<file path="config.mk">
export PLATFORM = sky130hd
export DESIGN_NAME = reg_scan_unit
export DESIGN_NICKNAME = d
export VERILOG_FILES = /design/src/rtl/reg_scan_pkg.sv /design/src/rtl/reg_scan_settle_cnt.sv /design/src/rtl/reg_scan_unit.sv
export SDC_FILE = /design/constraint.sdc
export NUM_CORES = 1
export LEC_CHECK = 0
export BUFFER_PORTS_ARGS = -buffer_cell sky130_fd_sc_hd__buf_2
export CORE_AREA = 10 10 67 91
export CTS_CLUSTER_DIAMETER = 30
export DETAILED_ROUTE_END_ITERATION = 12
export DIE_AREA = 0 0 77 101
export HOLD_SLACK_MARGIN = 0.1
export PLACE_DENSITY_LB_ADDON = 0.15
export SYNTH_ARGS = -nofsm -noshare
export SYNTH_HDL_FRONTEND = slang
export SYNTH_SLANG_ARGS = --single-unit
</file>
<file path="constraint.sdc">
create_clock -name CLK -period 2 [get_ports CLK]
set_clock_uncertainty 0.05 [all_clocks]
set_input_delay 0.1 -clock CLK [delete_from_list [all_inputs] [get_ports CLK]]
set_output_delay 0.1 -clock CLK [all_outputs]
set_load 0.005 [all_outputs]
</file>
<file path="src/rtl/reg_scan_pkg.sv">
// rtl/reg_scan_pkg.sv - shared state encoding and mode constants for the register scan engine
package reg_scan_pkg;

    localparam logic [2:0] ST_IDLE   = 3'd0;
    localparam logic [2:0] ST_SETTLE = 3'd1;
    localparam logic [2:0] ST_SAMPLE = 3'd2;
    localparam logic [2:0] ST_EMIT   = 3'd3;
    localparam logic [2:0] ST_DONE   = 3'd4;

    localparam logic MODE_DUMP    = 1'b0;
    localparam logic MODE_COMPARE = 1'b1;

endpackage

</file>
<file path="src/rtl/reg_scan_settle_cnt.sv">
// rtl/reg_scan_settle_cnt.sv - loadable settle down-counter with terminal flag
module reg_scan_settle_cnt #(
    parameter int Width = 1
) (
    input  logic             CLK,
    input  logic             RST,
    input  logic             load,
    input  logic [Width-1:0] loadValue,
    input  logic             dec,
    output logic [Width-1:0] count,
    output logic             zero
);

    always_ff @(posedge CLK or negedge RST) begin
        if (!RST) begin
            count <= '0;
        end else if (load) begin
            count <= loadValue;
        end else if (dec && (count != '0)) begin
            count <= count - 1'b1;
        end
    end

    // High on the cycle whose decrement lands on zero, so the caller leaves
    // SETTLE after exactly loadValue decrements.
    assign zero = dec && (count == Width'(1));

endmodule

</file>
<file path="src/rtl/reg_scan_unit.sv">
// rtl/reg_scan_unit.sv - register-file scan engine with dump and compare modes
module reg_scan_unit
    import reg_scan_pkg::*;
#(
    parameter int RegAddrBits  = 3,
    parameter int DataWidth    = 16,
    parameter int TotalReg     = 8,
    parameter int SettleCycles = 1
) (
    input  logic                         CLK,
    input  logic                         RST,
    input  logic                         start,
    input  logic                         mode,
    output logic [RegAddrBits-1:0]       inr,
    input  logic [DataWidth-1:0]         out_value,
    input  logic [DataWidth-1:0]         exp_data,
    output logic                         dump_valid,
    input  logic                         dump_ready,
    output logic [RegAddrBits-1:0]       dump_idx,
    output logic [DataWidth-1:0]         dump_data,
    output logic                         busy,
    output logic                         done,
    output logic                         pass,
    output logic [$clog2(TotalReg+1)-1:0] fail_count,
    output logic [RegAddrBits-1:0]       first_fail_idx
);

    localparam int CntWidth  = $clog2(SettleCycles + 1);
    localparam int FailWidth = $clog2(TotalReg + 1);

    logic [2:0]           state;
    logic [2:0]           nextState;
    logic                 modeReg;
    logic [CntWidth-1:0]  settleCount;
    logic                 settleZero;
    logic                 lastIdx;
    logic                 sampleFail;
    logic                 advance;
    logic                 accept;
    logic                 cntLoad;
    logic [FailWidth-1:0] failCountNext;

    assign accept     = (state == ST_IDLE) && start;
    assign lastIdx    = (inr == RegAddrBits'(TotalReg - 1));
    assign sampleFail = (state == ST_SAMPLE) && (modeReg == MODE_COMPARE) && (out_value != exp_data);
    assign advance    = ((state == ST_SAMPLE) && (modeReg == MODE_COMPARE)) ||
                        ((state == ST_EMIT) && dump_ready);
    assign cntLoad    = accept || (advance && !lastIdx);
    assign failCountNext = sampleFail ? fail_count + 1'b1 : fail_count;

    reg_scan_settle_cnt #(
        .Width(CntWidth)
    ) u_settle_cnt (
        .CLK      (CLK),
        .RST      (RST),
        .load     (cntLoad),
        .loadValue(CntWidth'(SettleCycles)),
        .dec      (state == ST_SETTLE),
        .count    (settleCount),
        .zero     (settleZero)
    );

    always_ff @(posedge CLK or negedge RST) begin
        if (!RST) begin
            state <= ST_IDLE;
        end else begin
            state <= nextState;
        end
    end

    always_comb begin
        nextState = state;
        case (state)
            ST_IDLE:   if (start) nextState = ST_SETTLE;
            ST_SETTLE: if (settleZero) nextState = ST_SAMPLE;
            ST_SAMPLE: begin
                if (modeReg == MODE_DUMP) nextState = ST_EMIT;
                else                      nextState = lastIdx ? ST_DONE : ST_SETTLE;
            end
            ST_EMIT:   if (dump_ready) nextState = lastIdx ? ST_DONE : ST_SETTLE;
            ST_DONE:   nextState = ST_IDLE;
            default:   nextState = ST_IDLE;
        endcase
    end

    always_comb begin
        busy       = 1'b0;
        done       = 1'b0;
        dump_valid = 1'b0;
        case (state)
            ST_SETTLE, ST_SAMPLE: busy = 1'b1;
            ST_EMIT: begin
                busy       = 1'b1;
                dump_valid = 1'b1;
            end
            ST_DONE: begin
                busy = 1'b1;
                done = 1'b1;
            end
            default: ;
        endcase
    end

    always_ff @(posedge CLK or negedge RST) begin
        if (!RST) begin
            modeReg        <= MODE_DUMP;
            inr            <= '0;
            dump_idx       <= '0;
            dump_data      <= '0;
            pass           <= 1'b0;
            fail_count     <= '0;
            first_fail_idx <= '0;
        end else begin
            if (accept) begin
                modeReg        <= mode;
                inr            <= '0;
                pass           <= 1'b0;
                fail_count     <= '0;
                first_fail_idx <= '0;
            end
            if (state == ST_SAMPLE) begin
                dump_data  <= out_value;
                dump_idx   <= inr;
                fail_count <= failCountNext;
                if (sampleFail && (fail_count == '0)) begin
                    first_fail_idx <= inr;
                end
            end
            if (advance && !lastIdx) begin
                inr <= inr + 1'b1;
            end
            // pass is set on entry to DONE so it is valid alongside the done pulse
            if (advance && lastIdx) begin
                pass <= (modeReg == MODE_COMPARE) && (failCountNext == '0);
            end
        end
    end

endmodule

</file>
==> impl_metrics.toml <==
[status]
status = "complete, no violations"

[timing]
timing.final.crit_share_pct = 95.97
min_period_ps = 1919
max_freq_mhz = 521.0
worst_hold_slack_ps = 133.8
finalHoldViolCount = 0
slew-limit-headroom_pct = 47.17
setup_viol = 0
worst_pin_slew_ps = 792.4
tns_ps = 0
maxSlewViolCount = 0

[yosys]
yosys_most_used_dff = "dfrtp_1"
synth_top_area_share_pct = 48.14
async_flop_share_pct = 100.0
yosys.cell_count.top_type = "nand2_1"
synth_commonest_cells = "61 x nand2_1, 35 x dfrtp_1, 19 x xnor2_1, 10 x nor2_1, 9 x o21ai_0"
synth-warning-count = 0
synth_edf_count = 0
yosys.area.top_type = "dfrtp_1"
syn_area_um2 = 1819
synth_fp_nets = 235
ys_seq_area_share_pct = 48.14
synthCells = 194
yosysUniqueCellTypes = 34
syn_area_per_cell_um2 = 9.378
synth.area.top_cells = "dfrtp_1 48%, nand2_1 13%, xnor2_1 9.1%"
ys_seq_elements = 35

[floorplan]
fp-row-count = 29
pin_count = 70
die_height_um = 101
die_x_um = 77
start_util_pct = 40.76
coreArea_um2 = 4463
dieArea_um2 = 7777

[finish]
area_growth_pct = 38.51
antenna_cells = 0
drive_above_1_share_pct = 32.86
final_nets = 324

[global_route]
grt.met3_usage_pct = 4.554
busiest_layer = "met2"
met1_usage_pct = 12.38
grt_pass1_vias = 1728
grt.total_usage_pct = 12.85
gr-usage-met2_pct = 24.72
grt_start_max_net_pins = 36
grt_pass1_wl_mm = 8.211
overflow = 0
antenna_found_initial = 0

[job]
max-cap-violations = 0

[critical_path]
crit_family = "buffers and inverters"
crit_fanout = 4
arrival_ps = 2030
cp_slowest_cell = "dlygate4sd3_1"
startpoint_type = "input pin"
worstSetupPathType = "in2reg"
cp-end-kind = "flip-flop"
critPathBufInv = 3
cp_slowest_stage_delay_ps = 540
worstPathCellList = "dlygate4sd3_1 > buf_2 > xnor2_2 > nand4_1 > nor4_4 > buf_4 > nor2_2 > mux2_4 > o2bb2ai_1"
worst_ep_required_time_ps = 2110

[cts]
numCtsBuffers = 5
htree_levels = 2
cts.sinks = 35
cts_tree = "built"
clock_latency_ps = 280
clock_tree.root_cell = "clkbuf_8"
path_clk_slew_ps = 70
clockBufferDepth = 2

[place]
hpwl_mm = 3.644
port_buffers = 69
place_congestion = 0.7619

[detailed_routing]
drt_iter0_markers = 132
wl_mm = 4.992
drcViolationCount = 0
wl_per_cell_um = 14.47
num_vias = 1648
ant_nets = 0
firstDrtPassIters = 4
via_per_inst = 4.777

[power]
power_density_nw_per_um2 = 1138
vdd_ir_drop_max_mv = 0.5385
leakagePower_nw = 1.312

[min_path]
hold_class = "in2reg"
[stage by stage]
stage               std cells  setup WS (ps)  cell area, um^2  power (mW)  utilization, %
finish                    345          80.66             2520       2.868           56.46
global route              345         -10.43             2520       3.126           56.46
CTS                       346          76.68             2496       2.924           55.93
detailed placement        321          202.4             2228       2.361           49.93
global placement          321          250.5             2228       2.340           49.93
floorplan                 194          307.4             1819       1.858               -
[path summary, 6_finish.rpt]
check                               from                 end  slack [ps]  cells past startpoint
min in group asynchronous            RST            state[1]         390                      2
max reg2reg                     state[0]                pass         210                      6
max in group asynchronous            RST        dump_data[9]        1010                      2
min reg2reg                dump_data[15]       dump_data[15]         420                      2
max                         out_value[5]                pass          80                      9
min                                start  u_settle_cnt.count         130                      3
[cell usage in the layout, fill, tap and decap left out, types with 2 or more instances in the layout]
cell type      synthesis  layout
a21oi_1                4       4
buf_2                  2      67
buf_4                  1       5
clkbuf_8               0       6
dfrtp_1               35      35
dlygate4sd3_1          0      18
ha_1                   4       4
inv_1                  7       7
mux2_2                 2       2
mux2i_1                4       4
nand2_1               61      61
nand2b_4               2       2
nand3_1                5       5
nand3b_1               2       2
nand4_1                5       5
nor2_1                10       9
nor3_1                 2       2
nor3b_2                2       2
o21ai_0                9       9
xnor2_1               19      17
xnor2_2                0       2
[where the power goes]
group          total [mW]  leakage [nW]  switching [mW]  internal, mW
logic                1.12         0.821           0.591         0.531
registers            1.23         0.444           0.232         0.996
clock network       0.518        0.0470           0.248         0.270
total                2.87          1.31            1.07          1.80
[layout make-up]
type | count | area (um^2)
clock buffer | 6 | 82.58
clock inverter | 1 | 5.005
fill | 415 | 1943
inverter | 7 | 26.28
multi-input combinational | 144 | 899.6
sequential | 35 | 875.8
tap | 62 | 77.57
timing repair buffer | 90 | 553.0
[cells by family after synthesis]
group	share of synthesized area (%)
buffers and inverters	3.852
DFF	48.14
muxes	4.058
AOI/OAI and AO/OA	5.021
xor gates and xnor gates	9.147
adders and majority gates	2.751
and+or+nand+nor	27.03
[repair_timing]
item	CTS	global route
hold endpoints to repair	52	0
setup endpoints to repair	0	2
resized for setup	0	5
setup buffers	0	1
hold buffers	18	0
[sequential cells by signal (all words and copies together) (netlist names)]
register,flops
pass,1
u_settle_cnt.count,1
modeReg,1
fail_count,4
state,3
dump_idx,3
first_fail_idx,3
inr,3
dump_data,16
[worst register-to-register path, delay by kind of cell (launching register included)]
kind             cells  cell delay, ps
AO/OA/AOI/OAI        1             100
flip-flops           1             530
multiplexers         2             400
AND/OR/NAND/NOR      3             650
[metal layers]
metal,vias to the layer above,wire length (um)
met5,-,0
met4,0,47
li1,809,-
met2,59,2727
met1,774,1875
met3,6,341
No activity file was read; power rests on OpenSTA's default activity.
